$ cat src/rtl/seg7_pkg.sv
// Shared constants and state encoding for the seven-segment scan controller.
// Glyphs are active-low {g,f,e,d,c,b,a}; anodes are active-low.
package seg7_pkg;

   localparam logic [6:0] SEG_BLANK = 7'h7F;
   localparam logic [6:0] SEG_DASH  = 7'h3F;
   localparam logic [7:0] AN_OFF    = 8'hFF;

   typedef enum logic [1:0] {
      IDLE  = 2'd0,
      BLANK = 2'd1,
      SHOW  = 2'd2
   } scan_state_e;

endpackage

$ cat src/rtl/seg7_decode.sv
// BCD to active-low seven-segment glyph; codes 10-15 render as a dash.
module seg7_decode
   import seg7_pkg::*;
(
   input  logic [3:0] bcd_i,
   output logic [6:0] seg_o
);

   always_comb begin
      seg_o = SEG_DASH;
      case (bcd_i)
         4'd0:    seg_o = 7'h40;
         4'd1:    seg_o = 7'h79;
         4'd2:    seg_o = 7'h24;
         4'd3:    seg_o = 7'h30;
         4'd4:    seg_o = 7'h19;
         4'd5:    seg_o = 7'h12;
         4'd6:    seg_o = 7'h02;
         4'd7:    seg_o = 7'h78;
         4'd8:    seg_o = 7'h00;
         4'd9:    seg_o = 7'h10;
         default: seg_o = SEG_DASH;
      endcase
   end

endmodule

$ cat src/rtl/seg7_scan_ctrl.sv
// Time-multiplexed scan of up to eight BCD digits onto one shared seg bus,
// with a blanking gap at each slot start, per-digit masking and leading-zero suppression.
module seg7_scan_ctrl
   import seg7_pkg::*;
#(
   parameter int DIGITS    = 8,
   parameter int SCAN_DIV  = 10000,
   parameter int BLANK_CYC = 50
) (
   input  logic                  clk_in1,
   input  logic                  clr,
   input  logic                  Enable,
   input  logic [4*DIGITS-1:0]   bcd_all,
   input  logic [DIGITS-1:0]     digit_en,
   input  logic                  lz_blank,
   output logic [7:0]            an,
   output logic [6:0]            seg,
   output logic [2:0]            address,
   output logic                  frame_done
);

   localparam int CNT_W = (SCAN_DIV > 1) ? $clog2(SCAN_DIV) : 1;
   localparam logic [CNT_W-1:0] CNT_BLANK_END = CNT_W'(BLANK_CYC - 1);
   localparam logic [CNT_W-1:0] CNT_SLOT_END  = CNT_W'(SCAN_DIV - 1);
   localparam logic [2:0]       ADDR_LAST     = 3'(DIGITS - 1);

   scan_state_e      state_q, state_d;
   logic [CNT_W-1:0] cnt_q, cnt_d;
   logic [2:0]       addr_q, addr_d;
   logic [3:0]       digit_q, digit_d;
   logic             en_q, en_d;
   logic             hz_q, hz_d;
   logic [7:0]       an_q, an_d;
   logic [6:0]       seg_q, seg_d;
   logic             frame_q, frame_d;

   logic [3:0]       sel_digit;
   logic             sel_en;
   logic             upper_nz;
   logic             sel_hz;
   logic [6:0]       glyph;

   // Pick the current slot's digit and check whether it or any higher digit is nonzero.
   always_comb begin
      sel_digit = 4'd0;
      sel_en    = 1'b0;
      upper_nz  = 1'b0;
      for (int i = 0; i < DIGITS; i++) begin
         if (3'(i) == addr_q) begin
            sel_digit = bcd_all[4*i +: 4];
            sel_en    = digit_en[i];
         end
         if ((3'(i) >= addr_q) && (bcd_all[4*i +: 4] != 4'd0)) begin
            upper_nz = 1'b1;
         end
      end
      sel_hz = lz_blank && (addr_q != 3'd0) && !upper_nz;
   end

   always_ff @(posedge clk_in1 or posedge clr) begin
      if (clr) begin
         state_q <= IDLE;
         cnt_q   <= '0;
         addr_q  <= '0;
         digit_q <= '0;
         en_q    <= 1'b0;
         hz_q    <= 1'b0;
         an_q    <= AN_OFF;
         seg_q   <= SEG_BLANK;
         frame_q <= 1'b0;
      end else begin
         state_q <= state_d;
         cnt_q   <= cnt_d;
         addr_q  <= addr_d;
         digit_q <= digit_d;
         en_q    <= en_d;
         hz_q    <= hz_d;
         an_q    <= an_d;
         seg_q   <= seg_d;
         frame_q <= frame_d;
      end
   end

   // Slot inputs are captured only on the BLANK->SHOW edge so mid-slot changes never glitch the glyph.
   always_comb begin
      state_d = state_q;
      cnt_d   = cnt_q;
      addr_d  = addr_q;
      digit_d = digit_q;
      en_d    = en_q;
      hz_d    = hz_q;
      if (!Enable) begin
         state_d = IDLE;
         cnt_d   = '0;
         addr_d  = '0;
      end else begin
         case (state_q)
            IDLE: begin
               state_d = BLANK;
               cnt_d   = '0;
               addr_d  = '0;
            end
            BLANK: begin
               cnt_d = cnt_q + 1'b1;
               if (cnt_q == CNT_BLANK_END) begin
                  state_d = SHOW;
                  digit_d = sel_digit;
                  en_d    = sel_en;
                  hz_d    = sel_hz;
               end
            end
            SHOW: begin
               if (cnt_q == CNT_SLOT_END) begin
                  state_d = BLANK;
                  cnt_d   = '0;
                  addr_d  = (addr_q == ADDR_LAST) ? 3'd0 : addr_q + 3'd1;
               end else begin
                  cnt_d = cnt_q + 1'b1;
               end
            end
            default: begin
               state_d = IDLE;
               cnt_d   = '0;
               addr_d  = '0;
            end
         endcase
      end
   end

   seg7_decode u_decode (
      .bcd_i (digit_d),
      .seg_o (glyph)
   );

   // Outputs are computed from next-state values so the registered pins line up with the state edge.
   always_comb begin
      an_d    = AN_OFF;
      seg_d   = SEG_BLANK;
      frame_d = (state_q == SHOW) && (state_d == BLANK) && (addr_q == ADDR_LAST);
      if ((state_d == SHOW) && en_d && !hz_d) begin
         an_d[addr_d] = 1'b0;
         seg_d        = glyph;
      end
   end

   assign an         = an_q;
   assign seg        = seg_q;
   assign address    = addr_q;
   assign frame_done = frame_q;

endmodule

$ cat config.mk
export PLATFORM = sky130hd
export DESIGN_NAME = seg7_scan_ctrl
export DESIGN_NICKNAME = d
export VERILOG_FILES = /design/src/rtl/seg7_pkg.sv /design/src/rtl/seg7_decode.sv /design/src/rtl/seg7_scan_ctrl.sv
export SDC_FILE = /design/constraint.sdc
export NUM_CORES = 1
export LEC_CHECK = 0
export ABC_CLOCK_PERIOD_IN_PS = 5450
export BUFFER_PORTS_ARGS = -buffer_cell sky130_fd_sc_hd__buf_2
export CAP_MARGIN = 5
export CORE_UTILIZATION = 35
export DETAILED_ROUTE_END_ITERATION = 8
export PLACE_DENSITY_LB_ADDON = 0.25
export SLEW_MARGIN = 10
export SYNTH_ARGS = -nofsm -noshare
export SYNTH_HDL_FRONTEND = slang
export SYNTH_SLANG_ARGS = --single-unit
$ cat constraint.sdc
create_clock -name clk_in1 -period 5.45 [get_ports clk_in1]
set_input_delay 0.545 -clock clk_in1 [delete_from_list [all_inputs] [get_ports clk_in1]]
set_output_delay 0.545 -clock clk_in1 [all_outputs]
set_load 0.01 [all_outputs]
; Word-level counts from Yosys, hierarchy flattened
; Memories as Yosys holds them, arrays and structs flattened.
; Cells that the tools add are included.
[op_classes]
addsub = 2
order_cmp = 10
n_eq_ne = 14
mux = 48
bitwise = 1
n_reduce_logical = 28
[op_table]
columns = op, count
row1 = 4-bit two-way mux, 11
row2 = 4-bit nonzero test, 8
row3 = 14-bit two-way mux, 2
row4 = 14-bit one-hot mux with 2 select lines, 1
row5 = 1-bit two-way mux, 23
row6 = 1-bit logical AND, 15
row7 = 14-bit by 1-bit adder with 14-bit output (second input constant), 1
row8 = 14-bit equality test (second input constant), 1
row9 = 14-bit by 6-bit equality test with 1-bit output (second input constant), 1
row10 = 3-bit equality test (first input constant), 4
row11 = 3-bit greater-or-equal comparator (first input constant), 4
row12 = 3-bit two-way mux, 3
row13 = 8-bit two-way mux, 1
row14 = 8-bit NOT, 1
row15 = 7-bit two-way mux, 1
row16 = 2-bit by 3-bit equality test with 1-bit output (first input constant), 2
row17 = 1-bit by 3-bit greater-or-equal comparator with 1-bit output (first input constant), 2
row18 = 2-bit by 3-bit greater-or-equal comparator with 1-bit output (first input constant), 2
row19 = 2-bit two-way mux, 3
row20 = 2-bit one-hot mux with 3 select lines, 1
row21 = 3-bit one-hot mux with 2 select lines, 1
row22 = 2-bit by 1-bit equality test with 1-bit output (second input constant), 2
row23 = 2-bit equality test (second input constant), 2
row24 = 3-bit by 4-bit less-than comparator with 1-bit output (second input constant), 1
row25 = 9 further kinds, 10
[word_totals]
ff_bits = 41
romBits = 112
out_inout_bits = 19
word_cells = 113
n_memories = 1
[memory_table]
columns = memory, words, word_bits, rd, rd_ports_with_merged_regs, wr, line
row1 = (no name shown), 16, 7, 1, 0, 0, seg7_decode.sv:11  ; case (bcd_i)

; Longest topological paths before layout
[depth]
ltp_word = 18
depth_mapped = 14

; By module
; Synthesis repeated with hierarchy kept, for this count alone.
[unflattened]
cells_unflattened = 308
area_unflattened_um2 = 2743.9
[modules_own_cells]
columns = module, n_inst, cells_per_inst, area_each_um2, seq_area_each_um2
row1 = seg7_scan_ctrl, 1, 275, 2538.7, 1044.8
row2 = seg7_decode, 1, 33, 205.2, 0.0

; Least setup slack after synthesis
; Ideal clock, no wire load.
[synth_path]
path_type = reg2reg
start = reg addr_q[0], in the netlist address[0]
end = reg seg_q[3], in the netlist seg[3]
arrival_ps = 2537
slack_ps = 2823
path_stages_with_launch = 15
path_buffers = 3
synth_period_minus_slack_ps = 2627
cell_sequence = dfrtp_1 buf_4 inv_2 ha_1 clkbuf_1 clkbuf_1 nand2b_1 o21ai_0 a21oi_1 a31oi_1 o21ai_0 inv_1 ha_1 mux2i_1 o211ai_1
[synth_via]
elab_cells_between_ends = 66
[synth_lines]
columns = element, line
row1 = start: declaration, seg7_scan_ctrl.sv:29  ; logic [2:0] addr_q, addr_d;
row2 = start signal: assignment, seg7_scan_ctrl.sv:74  ; addr_q <= addr_d;
row3 = 3-bit zero test, seg7_scan_ctrl.sv:49  ; if (3'(i) == addr_q) begin
row4 = 4-bit two-way mux (7 in a row), seg7_scan_ctrl.sv:49
row5 = 4-bit two-way mux (*), seg7_scan_ctrl.sv:49
row6 = 4-bit two-way mux (*), seg7_scan_ctrl.sv:105  ; if (cnt_q == CNT_BLANK_END) begin
row7 = 4-bit two-way mux (*), seg7_scan_ctrl.sv:97  ; case (state_q)
row8 = 4-bit two-way mux (*), seg7_scan_ctrl.sv:92  ; if (!Enable) begin
row9 = net digit_d[0], seg7_scan_ctrl.sv:30  ; logic [3:0] digit_q, digit_d;
row10 = memory read 16 x 7 bit (*), --
row11 = 7-bit two-way mux (*), seg7_scan_ctrl.sv:140  ; if ((state_d == SHOW) && en_d && !hz_d) begin
row12 = net seg_d[3], seg7_scan_ctrl.sv:34  ; logic [6:0] seg_q, seg_d;
row13 = end signal: assignment, seg7_scan_ctrl.sv:79  ; seg_q <= seg_d;
row14 = end: declaration, seg7_scan_ctrl.sv:34
; Mark *: on every way through the listed nets, which the timed path passes. The rest lies on a longest branch.

; Worst setup path in the final report
[layout_path]
start = reg addr_q[1], in the netlist address[1]
end = reg an_q[0], in the netlist an[0]
[layout_via]
elab_chain_cells = 18
elab_cells_between_ends = 66
[layout_rtl]
columns = element, line
row1 = 1-bit by 3-bit greater-or-equal comparator with 1-bit output, seg7_scan_ctrl.sv:53  ; if ((3'(i) >= addr_q) && (bcd_all[4*i +: 4] != 4'd0)) begin
row2 = 1-bit logical AND, seg7_scan_ctrl.sv:53
row3 = 1-bit two-way mux (8 in a row), seg7_scan_ctrl.sv:53
row4 = 1-bit zero test, seg7_scan_ctrl.sv:57  ; sel_hz = lz_blank && (addr_q != 3'd0) && !upper_nz;
row5 = 1-bit logical AND, seg7_scan_ctrl.sv:57
row6 = 1-bit two-way mux, seg7_scan_ctrl.sv:105
row7 = 1-bit two-way mux, seg7_scan_ctrl.sv:97
row8 = 1-bit two-way mux, seg7_scan_ctrl.sv:92
row9 = 1-bit zero test, seg7_scan_ctrl.sv:140
row10 = 1-bit logical AND, seg7_scan_ctrl.sv:140
row11 = 8-bit two-way mux (*), seg7_scan_ctrl.sv:140
row12 = net an_d[0], seg7_scan_ctrl.sv:33  ; logic [7:0] an_q, an_d;
row13 = end signal: assignment, seg7_scan_ctrl.sv:78  ; an_q <= an_d;
row14 = end: declaration, seg7_scan_ctrl.sv:33
; Marked as above.

==> out/results.tsv <==
metric	value	unit
sequential-to-total area share from yosys stat	0.3827	
number of synthesized register bits	41	
required time at the endpoint of the critical path	5.66	ns
total iterations of the first detailed-routing run	6	
mean routed wirelength per cell	15.77	microns
Floorplan Core Area	0.007408	sq mm
largest voltage drop on the vdd net	172.6	uV
Worst Reg2Reg Path Length in Cells	6	
slowest CP cell	sky130_fd_sc_hd__dfrtp_1	
horizontal die dimension	90.32	microns
die outline area	0.008158	sq mm
buffer cell driving the clock tree root	sky130_fd_sc_hd__clkbuf_8	
Worst path max stage delay	0.79	ns
kind of start point of the critical path	flip-flop	
worst min-delay path class	primary input to asynchronous set/reset pin	
flop-to-flop setup slack	1.71	ns
vias in the first global route	2382	
Syn Std Cell Area	0.002730	sq mm
origin of the critical flop-to-flop path	address[1]	
CTS Buf Count	5	
Nets	405	
detailed placer's ending HPWL	5202	microns
TritonCTS clock tree	done	
number of violations of the max-capacitance limit	0	
relative max-transition margin	0.4472	
post-CTS setup buffers	0	
area share of the largest cell type after synthesis	0.2383	
utilization after layout	0.4371	
number of vias per cell after detailed routing	5.436	
DR iter-0 viols	91	
total congestion overflow	0	
final standard cell count with taps included and fillers excluded	445	
number of levels in the clock H-tree	2	
Worst Max-Slew Pin Slew	0.8292	ns
first-pass GRT wire length	11980	microns
Worst Path Arrival	3.96	ns
setup repair after global routing missed its margin	no	
GRT Util Overall	0.1805	
growth of design area from synthesis to finish	18.61	%
CTS clock-pin slew for the worst setup and hold paths	0.08	ns
Post-synth ARST share	1.000	
remaining number of nets flagged by the antenna check after routing	0	
cells traversed along the worst timing path	ha_1 -> a311oi_1 -> or4b_1 -> a31o_1 -> a2111oi_4 -> or4b_1	
Achievable Freq	267.2	MHz
setup TNS after final layout	0	ns
overall via count from detail_route	2419	
Starting Density	0.3685	
endpoint of the worst-slack reg-to-reg timing path	an[0]	
cell taking the most area after synthesis	sky130_fd_sc_hd__dfrtp_1	
Boundary Pins	63	
final setup vio count	0	
prevailing post-synth register cell	sky130_fd_sc_hd__dfrtp_1	
Final Max Slew Viols	0	
Port Buf Inserts	62	
placed standard-cell area	0.003104	sq mm
clock tree sinks	41	
clock latency on the worst-skew pair	0.29	ns
ratio of cells with drive above 1 in the final layout	0.2746	
Leakage	0.001432	uW
most frequent cell on the critical path	sky130_fd_sc_hd__or4b_1	
placed cell count	437	
min cycle time layout	3.743	ns
share of the cycle needed by the critical path after routing	0.6868	
critical path type	flip-flop to flip-flop	
pin count of the biggest net entering global routing	42	
standard-cell rows	31	
Final Skew	0.009263	ns
Final Hold Violating Endpoints	0	
drc violations	0	
Post-Layout Inst Area	0.003238	sq mm
outcome	complete, no violations	
dominant cells by area after synthesis	sky130_fd_sc_hd__dfrtp_1, sky130_fd_sc_hd__dfstp_2, sky130_fd_sc_hd__ha_1, sky130_fd_sc_hd__nor2_1, sky130_fd_sc_hd__nand2_1	
total wirelength of the detailed-routed design	7017	microns
total design power	638.5	uW
YS warnings	0	
antenna violations before repair	0	
number of diodes added for antenna fixing	0	
pwr dens	197.2	mW/mm^2
post-synthesis average cell area	9.447	sq um
number of unique standard cell types used by synthesis	64	
Synth Instances	289	
maximum net fanout on the critical path	24	
post-cts hold buffer count	0	
number of instances resized during post-cts repair	0	
die height	90.32	microns
routability cong.	0.8533	
Worst setup EP type	flip-flop	
Syn Nets	349	
number of flops mapped to enable cells by yosys	0	
number of buffers on the longest clock path	2	
## report_power, final
group | internal, uW | leakage [uW] | switching, uW
clock | 182 | 0.0000681 | 107
sequential | 305 | 0.000519 | 0.952
combinational | 18.9 | 0.000844 | 24.3
total | 506 | 0.00143 | 132
## routing by layer
layer / wire [microns] / global-route usage / vias up
li1: - / - / 1177
met1: 3460 / 0.2552 / 1154
met4: 126 / 0.05511 / 0
met3: 382 / 0.03367 / 11
met5: 0 / 0 / -
met2: 3047 / 0.2793 / 77
## flip-flops by register name, summed over array words and instances (netlist names)
signal      cells
hz_q            1
cnt_q          14
state_q         2
seg             7
address         3
frame_done      1
en_q            1
digit_q         4
an              8
## worst max-delay path: cells and delay by family, from the launching register on
family | cells | cell delay [ns]
DFF | 1 | 0.79
AOI/OAI and AO/OA | 3 | 1.12
and+or+nand+nor | 2 | 1.02
adders and majority gates | 1 | 0.73
## cell type report
| type | count | area (sq um) |
|---|---|---|
| Clock buffer | 5 | 68.82 |
| Clock inverter | 3 | 65.06 |
| Fill cell | 727 | 4170 |
| Inverter | 22 | 82.58 |
| Multi-Input combinational cell | 212 | 1535 |
| Sequential cell | 41 | 1045 |
| Tap cell | 99 | 123.9 |
| Timing Repair Buffer | 63 | 317.8 |
## how the worst max path moves through the flow
| stage | to | start | slack [ns] |
|---|---|---|---|
| floorplan | seg[3] | address[0] | 2.82 |
| global placement | an[0] | address[1] | 1.81 |
| detailed placement | an[0] | address[1] | 1.75 |
| CTS | an[0] | address[1] | 1.76 |
| global route | an[0] | address[1] | 1.50 |
| finish | an[0] | address[1] | 1.71 |
## cells in the mapped netlist, drive strengths merged, types with 3 or more instances
| master | number |
|---|---|
| mux2i | 4 |
| xor2 | 7 |
| o211ai | 7 |
| xnor2 | 4 |
| nand3 | 8 |
| dfrtp | 26 |
| nor4 | 10 |
| a311o | 4 |
| clkbuf | 9 |
| nor2 | 21 |
| inv | 21 |
| ha | 16 |
| nand4 | 8 |
| dfstp | 15 |
| and3b | 4 |
| a31oi | 4 |
| nand2 | 20 |
| a21o | 3 |
| a211o | 3 |
| buf | 5 |
| nor3 | 5 |
| a21oi | 8 |
| a31o | 3 |
| nand2b | 9 |
| and3 | 3 |
| o2111ai | 3 |
| o21ai | 12 |
| and4 | 4 |
| nand4b | 5 |
| nor2b | 3 |
## metrics by stage
| stage | hold slack [ns] | worst slack [ns] |
|---|---|---|
| floorplan | 0.4608 | 2.823 |
| detailed placement | 0.4847 | 1.745 |
| global placement | 0.4737 | 1.808 |
| finish | 0.3623 | 1.707 |
| CTS | 0.3847 | 1.759 |
| global route | 0.4205 | 1.502 |
## placed cells by master (no fill, tap or decap), types with 3 or more instances in the layout
master	instances
sky130_fd_sc_hd__nor3_1	5
sky130_fd_sc_hd__nand3_1	8
sky130_fd_sc_hd__dfrtp_1	26
sky130_fd_sc_hd__xnor2_1	4
sky130_fd_sc_hd__nand4b_1	5
sky130_fd_sc_hd__clkbuf_8	5
sky130_fd_sc_hd__a31oi_1	4
sky130_fd_sc_hd__nand4_1	8
sky130_fd_sc_hd__mux2i_1	4
sky130_fd_sc_hd__inv_1	19
sky130_fd_sc_hd__a21oi_1	8
sky130_fd_sc_hd__nand2_1	20
sky130_fd_sc_hd__o21ai_0	9
sky130_fd_sc_hd__a211o_1	3
sky130_fd_sc_hd__dfstp_2	15
sky130_fd_sc_hd__nor4_1	9
sky130_fd_sc_hd__a21o_1	3
sky130_fd_sc_hd__and3_1	3
sky130_fd_sc_hd__and4_1	4
sky130_fd_sc_hd__nand2b_1	9
sky130_fd_sc_hd__a311o_1	4
sky130_fd_sc_hd__a31o_1	3
sky130_fd_sc_hd__nor2_1	21
sky130_fd_sc_hd__o211ai_1	7
sky130_fd_sc_hd__nor2b_1	3
sky130_fd_sc_hd__o2111ai_1	3
sky130_fd_sc_hd__buf_2	62
sky130_fd_sc_hd__xor2_1	7
sky130_fd_sc_hd__ha_1	16
sky130_fd_sc_hd__and3b_1	4
## cells by family after synthesis
group	synth area share
simple gates	0.2539
compound gates	0.1810
flops	0.3827
buf+inv	0.05499
fa+ha+maj	0.07333
xor+xnor	0.03529
mux	0.01879
Power figures use the tool's default switching activity.
